### config.mk
export PLATFORM = sky130hd
export DESIGN_NAME = vlog_aes_apb_master
export DESIGN_NICKNAME = d
export VERILOG_FILES = /design/src/rtl/vlog_aes_apb_master.sv
export SDC_FILE = /design/constraint.sdc
export NUM_CORES = 2
export LEC_CHECK = 0
export BUFFER_PORTS_ARGS = -buffer_cell sky130_fd_sc_hd__buf_2
export CAP_MARGIN = 0
export CORE_AREA = 2 2 249 251
export CTS_CLUSTER_DIAMETER = 200
export CTS_CLUSTER_SIZE = 25
export DETAILED_ROUTE_END_ITERATION = 7
export DIE_AREA = 0 0 251 253
export PLACE_DENSITY = 0.69
export RECOVER_POWER = 50
export SYNTH_ARGS = -nofsm -noshare
export SYNTH_HDL_FRONTEND = slang
export SYNTH_SLANG_ARGS = --single-unit
### constraint.sdc
create_clock -name vclk -period 3.3 [get_ports vclk]
set_clock_uncertainty 0.05 [all_clocks]
set_input_delay 0.66 -clock vclk [delete_from_list [all_inputs] [get_ports vclk]]
set_output_delay 0.66 -clock vclk [all_outputs]
set_load 0.01 [all_outputs]
### src/rtl/vlog_aes_apb_master.sv
// APB initiator for the AES CBC peripheral: loads key/IV/data, triggers, polls status
// and reads back one 128-bit result per accepted command.
module vlog_aes_apb_master #(
    parameter int unsigned vpindex    = 8,
    parameter int unsigned vnapbslv   = 16,
    parameter logic [23:0] vbase      = 24'h0,
    parameter int unsigned POLL_LIMIT = 256
) (
    input  logic                vclk,
    input  logic                vrst,
    input  logic                cmd_valid,
    output logic                cmd_ready,
    input  logic                cmd_mode,
    input  logic                cmd_ld_key,
    input  logic                cmd_ld_iv,
    input  logic [127:0]        cmd_key,
    input  logic [127:0]        cmd_iv,
    input  logic [127:0]        cmd_data,
    output logic                rsp_valid,
    output logic [127:0]        rsp_data,
    output logic                rsp_err,
    output logic [vnapbslv-1:0] vpsel,
    output logic                vpenable,
    output logic [31:0]         vpaddr,
    output logic                vpwrite,
    output logic [31:0]         vpwdata,
    input  logic [31:0]         vprdata
);

    localparam int unsigned PW = $clog2(POLL_LIMIT + 1);

    typedef enum logic [3:0] {
        S_IDLE, S_KEY, S_IV, S_DATA, S_GO_SET, S_GO_CLR,
        S_POLL_LO, S_POLL_HI, S_READ, S_RESP
    } state_t;

    state_t          state, nxt_state;
    logic [1:0]      w, nxt_w;
    logic            mode_q, ld_iv_q, psel_q;
    logic [127:0]    key_q, iv_q, data_q;
    logic [PW-1:0]   poll_cnt;
    logic            start_xfer, timeout, access, stat_bit, poll_last, cur_mode;
    logic [7:0]      bank, xfer_off;
    logic            xfer_wr;
    logic [31:0]     xfer_wdata;
    logic [127:0]    key_src, iv_src, data_src;

    function automatic logic [31:0] word_sel(input logic [127:0] v, input logic [1:0] k);
        logic [31:0] r;
        case (k)
            2'd0:    r = v[127:96];
            2'd1:    r = v[95:64];
            2'd2:    r = v[63:32];
            default: r = v[31:0];
        endcase
        return r;
    endfunction

    assign access    = psel_q & vpenable;
    assign stat_bit  = mode_q ? vprdata[1] : vprdata[0];
    assign poll_last = (poll_cnt == PW'(POLL_LIMIT - 1));

    // First transfer is decoded from the live command, later ones from the latched copy
    assign cur_mode = (state == S_IDLE) ? cmd_mode : mode_q;
    assign key_src  = (state == S_IDLE) ? cmd_key  : key_q;
    assign iv_src   = (state == S_IDLE) ? cmd_iv   : iv_q;
    assign data_src = (state == S_IDLE) ? cmd_data : data_q;

    // Sequencer: decide the next step at the end of each ACCESS cycle
    always_comb begin
        nxt_state  = state;
        nxt_w      = w;
        start_xfer = 1'b0;
        timeout    = 1'b0;
        unique case (state)
            S_IDLE: if (cmd_valid && cmd_ready) begin
                start_xfer = 1'b1;
                nxt_w      = 2'd0;
                nxt_state  = cmd_ld_key ? S_KEY : (cmd_ld_iv ? S_IV : S_DATA);
            end
            S_KEY: if (access) begin
                start_xfer = 1'b1;
                nxt_w      = w + 2'd1;
                if (w == 2'd3) nxt_state = ld_iv_q ? S_IV : S_DATA;
            end
            S_IV: if (access) begin
                start_xfer = 1'b1;
                nxt_w      = w + 2'd1;
                if (w == 2'd3) nxt_state = S_DATA;
            end
            S_DATA: if (access) begin
                start_xfer = 1'b1;
                nxt_w      = w + 2'd1;
                if (w == 2'd3) nxt_state = S_GO_SET;
            end
            S_GO_SET: if (access) begin
                start_xfer = 1'b1;
                nxt_state  = S_GO_CLR;
            end
            S_GO_CLR: if (access) begin
                start_xfer = 1'b1;
                nxt_state  = S_POLL_LO;
            end
            S_POLL_LO: if (access) begin
                if (!stat_bit) begin
                    start_xfer = 1'b1;
                    nxt_state  = S_POLL_HI;
                end else if (poll_last) begin
                    timeout   = 1'b1;
                    nxt_state = S_RESP;
                end else begin
                    start_xfer = 1'b1;
                end
            end
            S_POLL_HI: if (access) begin
                if (stat_bit) begin
                    start_xfer = 1'b1;
                    nxt_w      = 2'd0;
                    nxt_state  = S_READ;
                end else if (poll_last) begin
                    timeout   = 1'b1;
                    nxt_state = S_RESP;
                end else begin
                    start_xfer = 1'b1;
                end
            end
            S_READ: if (access) begin
                nxt_w = w + 2'd1;
                if (w == 2'd3) nxt_state = S_RESP;
                else           start_xfer = 1'b1;
            end
            S_RESP:  nxt_state = S_IDLE;
            default: nxt_state = S_IDLE;
        endcase
    end

    // Address/data of the transfer about to be launched
    always_comb begin
        bank       = {3'b000, cur_mode, nxt_w, 2'b00};
        xfer_off   = 8'h00;
        xfer_wr    = 1'b0;
        xfer_wdata = 32'h0;
        case (nxt_state)
            S_KEY:     begin xfer_off = bank;         xfer_wr = 1'b1; xfer_wdata = word_sel(key_src, nxt_w);  end
            S_IV:      begin xfer_off = 8'h40 | bank; xfer_wr = 1'b1; xfer_wdata = word_sel(iv_src, nxt_w);   end
            S_DATA:    begin xfer_off = 8'h20 | bank; xfer_wr = 1'b1; xfer_wdata = word_sel(data_src, nxt_w); end
            S_GO_SET:  begin xfer_off = 8'h80; xfer_wr = 1'b1; xfer_wdata = cur_mode ? 32'd2 : 32'd1; end
            S_GO_CLR:  begin xfer_off = 8'h80; xfer_wr = 1'b1; end
            S_POLL_LO,
            S_POLL_HI: xfer_off = 8'h84;
            S_READ:    xfer_off = 8'h60 | bank;
            default:   xfer_off = 8'h00;
        endcase
    end

    always_comb begin
        vpsel          = '0;
        vpsel[vpindex] = psel_q;
    end

    always_ff @(posedge vclk) begin
        if (!vrst) begin
            state     <= S_IDLE;
            w         <= 2'd0;
            mode_q    <= 1'b0;
            ld_iv_q   <= 1'b0;
            key_q     <= '0;
            iv_q      <= '0;
            data_q    <= '0;
            poll_cnt  <= '0;
            psel_q    <= 1'b0;
            vpenable  <= 1'b0;
            vpaddr    <= 32'h0;
            vpwrite   <= 1'b0;
            vpwdata   <= 32'h0;
            cmd_ready <= 1'b1;
            rsp_valid <= 1'b0;
            rsp_data  <= '0;
            rsp_err   <= 1'b0;
        end else begin
            state     <= nxt_state;
            w         <= nxt_w;
            rsp_valid <= 1'b0;

            if (state == S_IDLE && cmd_valid && cmd_ready) begin
                mode_q    <= cmd_mode;
                ld_iv_q   <= cmd_ld_iv;
                key_q     <= cmd_key;
                iv_q      <= cmd_iv;
                data_q    <= cmd_data;
                cmd_ready <= 1'b0;
                rsp_data  <= '0;
                rsp_err   <= 1'b0;
            end
            if (state == S_RESP) cmd_ready <= 1'b1;

            // Two-cycle transfer: SETUP on launch, ACCESS next, then launch or go idle
            if (start_xfer) begin
                psel_q   <= 1'b1;
                vpenable <= 1'b0;
                vpaddr   <= {vbase, xfer_off};
                vpwrite  <= xfer_wr;
                vpwdata  <= xfer_wdata;
            end else if (psel_q && !vpenable) begin
                vpenable <= 1'b1;
            end else begin
                psel_q   <= 1'b0;
                vpenable <= 1'b0;
            end

            if (nxt_state != state)
                poll_cnt <= '0;
            else if (access && (state == S_POLL_LO || state == S_POLL_HI))
                poll_cnt <= poll_cnt + PW'(1);

            if (state == S_READ && access) begin
                case (w)
                    2'd0:    rsp_data[127:96] <= vprdata;
                    2'd1:    rsp_data[95:64]  <= vprdata;
                    2'd2:    rsp_data[63:32]  <= vprdata;
                    default: rsp_data[31:0]   <= vprdata;
                endcase
            end

            if (nxt_state == S_RESP && state != S_RESP) begin
                rsp_valid <= 1'b1;
                if (timeout) begin
                    rsp_err  <= 1'b1;
                    rsp_data <= '0;
                end
            end
        end
    end

endmodule

==> impl_metrics.py <==
metrics = {
    "route": {
        "drt_iter0_markers": 2850,
        "wl_per_cell_um": 22.2,
        "wirelength_mm": 104,
        "dr_total_vias": 26600,
        "ant_nets": 0,
        "firstDrtPassIters": 5,
        "vias_per_cell": 5.68,
        "drc": 0,
    },
    "finish": {
        "drive_above_1_share_pct": 20.7,
        "final_net_count": 4294,
        "post-route-util_pct": 53.9,
        "area_delta_synth_final_pct": 18.3,
        "regArea_mm2": 0.0115,
        "nFillCells": 5791,
        "final_cells": 4683,
        "multi_input_area_mm2": 0.0151,
    },
    "logic_synthesis": {
        "syn_area_mm2": 0.0278,
        "syn_area_per_cell_um2": 8.31,
        "netlist_instances": 3341,
        "synth.most_common_cell": "nand2_1",
        "yosysTopAreaCell": "dfxtp_1",
        "ys_types": 74,
        "async_reset_ff_share_pct": 0,
        "synth_commonest_cells": "1105 x nand2_1, 573 x dfxtp_1, 389 x a21boi_0",
        "synth_seq_cells": 573,
        "yosys_warnings": 0,
        "ys_top_cells_by_area": "dfxtp_1 41%, nand2_1 15%, a21boi_0 11%",
        "seq_area_frac_synth_pct": 41.3,
        "netlist.area_leader.share_pct": 41.3,
        "synth-main-ff-cell": "dfxtp_1",
        "synth-edff-count": 0,
    },
    "global_routing": {
        "antenna_found_initial": 38,
        "grt_usage_pct": 31.2,
        "grt_max_degree": 220,
        "grt_pass1_wl_mm": 153,
        "grt_pass1_vias": 24500,
        "overflow": 0,
    },
    "timing": {
        "fin_ws_ns": 0.102,
        "rsz0062_at_grt": "false",
        "finalSetupTns_ns": 0,
        "finalCriticalPeriod_ns": 3.20,
        "relSlewSlack_pct": -3.10,
        "tightest_slew_ns": 1.55,
        "finalSetupViolCount": 0,
        "post-route-period-util_pct": 96.9,
        "final_max_slew_viol_count": 103,
        "finalHoldViolCount": 0,
        "fmax_ghz": 0.313,
        "timing.hold.ws_ns": 0.235,
    },
    "worst_setup_path": {
        "endpoint_kind": "register",
        "cp_max_fo": 23,
        "path_class": "reg2reg",
        "cp-start-kind": "register",
        "worstPathRequired_ns": 3.79,
        "arrival_ns": 3.69,
    },
    "hold_path": {
        "hp-class": "in2reg",
    },
    "place": {
        "dp_cells": 4626,
        "dp_hpwl_mm": 76.5,
        "post-place-ws_ns": -0.221,
        "place_congestion": 0.931,
        "portBuffers": 593,
    },
    "clocking": {
        "cts_tree": "yes",
        "cts_sinks": 573,
        "path_clk_slew_ns": 0.11,
        "htreeDepth": 1,
        "clockRootBuffer": "clkbuf_16",
        "cts_buffers": 26,
        "cts_buffer_depth": 3,
        "clk_latency_ns": 0.62,
    },
    "die": {
        "core_mm2": 0.0610,
        "die_w_um": 251,
        "die-area_mm2": 0.0635,
        "die_h_um": 253,
        "ios": 635,
        "start_util_pct": 45.5,
        "row_count": 91,
    },
    "run": {
        "max_cap_viol_count": 0,
    },
    "power_and_ir_drop": {
        "p_leak_nw": 12.6,
        "p_per_area_mw_per_mm2": 647,
        "vdd_drop_max_uv": 513,
    },
    "outcome": {
        "status": "complete, but fails checks",
        "failed_checks": "slew limit",
    },
}
cell usage in the layout (no fill, tap or decap), types with 41 or more instances in the layout:
cell type | netlist | layout
clkbuf_1 | 205 | 175
nor2_1 | 81 | 78
nand3_1 | 163 | 163
a31oi_1 | 42 | 42
buf_4 | 50 | 164
a22oi_1 | 42 | 42
a21oi_1 | 135 | 135
nand2_1 | 1105 | 1104
conb_1 | 1 | 41
nand4_1 | 47 | 47
o21ai_0 | 46 | 46
buf_2 | 48 | 422
mux4_2 | 115 | 115
mux2i_1 | 63 | 62
dfxtp_1 | 573 | 568
a21boi_0 | 389 | 389
layer usage:
metal / share of wire [%] / global-route usage (%) / vias to the layer above / wire length, um
met4: 3.9 / 12.0 / 22 / 4100
met3: 8.9 / 6.82 / 179 / 9250
met5: 0.13 / 0 / - / 138
met2: 47 / 52.0 / 1113 / 49400
li1: - / - / 12500 / -
met1: 40 / 39.6 / 12800 / 41300
per-stage QoR:
step / total power, W / area [um2]
3_5_place_dp: 0.0175 / 32300
3_3_place_gp: 0.0174 / 32300
6_report: 0.0213 / 32900
2_1_floorplan: 0.0141 / 27900
5_1_grt: 0.0223 / 32900
4_1_cts: 0.0212 / 33000
worst max-delay path, stage by stage (launching register included):
cell	delay, ns
dfxtp_1	0.36
buf_4	0.16
buf_4	0.15
or4b_1	0.64
nor2_2	0.14
a211o_1	0.15
buf_4	0.16
nor3_2	0.05
buf_4	0.21
nor3_4	0.25
buf_12	0.21
and3_1	0.17
a211oi_1	0.05
buf_4	0.17
a31oi_1	0.18
final cells by class:
type / instances / share of cell area [%]
clock buffers: 28 / 2.10
diodes: 27 / 0.206
flip-flops and latches: 573 / 34.9
inverters: 6 / 0.0685
repair buffers: 790 / 13.9
well taps: 790 / 3.01
multi-input cells: 2469 / 45.8
worst paths after layout:
| kind | from | end | slack, ns | cells past startpoint |
|---|---|---|---|---|
| worst max register to register | state[0] | vpwdata[10] | 0.10 | 14 |
| worst min register to register | vpaddr[3] | vpaddr[3] | 0.41 | 2 |
| worst max-delay path | state[0] | vpwdata[10] | 0.10 | 14 |
| worst min-delay path | cmd_key[74] | key_q[74] | 0.23 | 3 |
cells by family (layout without fill, tap and decap cells):
family,after synthesis,in the layout,synth area share (%)
buf+inv,339,824,5.53
fa+ha+maj,8,8,0.342
compound gates,753,753,18.8
xor+xnor,11,11,0.347
other cells,1,68,0.0135
flops,573,573,41.3
mux,180,180,11.7
simple gates,1476,1476,22.0
flip-flops by register name (all words and copies together) (netlist names):
| register | flops |
|---|---|
| data_q | 128 |
| iv_q | 128 |
| key_q | 128 |
| rsp_data | 128 |
| vpwdata | 32 |
| poll_cnt | 9 |
| vpaddr | 6 |
| state | 4 |
| w | 2 |
| cmd_ready | 1 |
| ld_iv_q | 1 |
| mode_q | 1 |
| psel_q | 1 |
| rsp_err | 1 |
| rsp_valid | 1 |
| vpenable | 1 |
| vpwrite | 1 |
repair_timing:
action                                  in CTS  in global routing
resized for setup                            5                 20
hold buffers                                 0                  0
pin swaps                                    0                  1
endpoints found under the setup margin       8                 32
buffers inserted                             0                  2
report_power, final:
| group | switching (W) | internal [W] |
|---|---|---|
| registers | 0.000507 | 0.00787 |
| logic | 0.00550 | 0.00356 |
| clock network | 0.00233 | 0.00149 |
| total | 0.00834 | 0.0129 |
(Power assumes the default switching activity.)
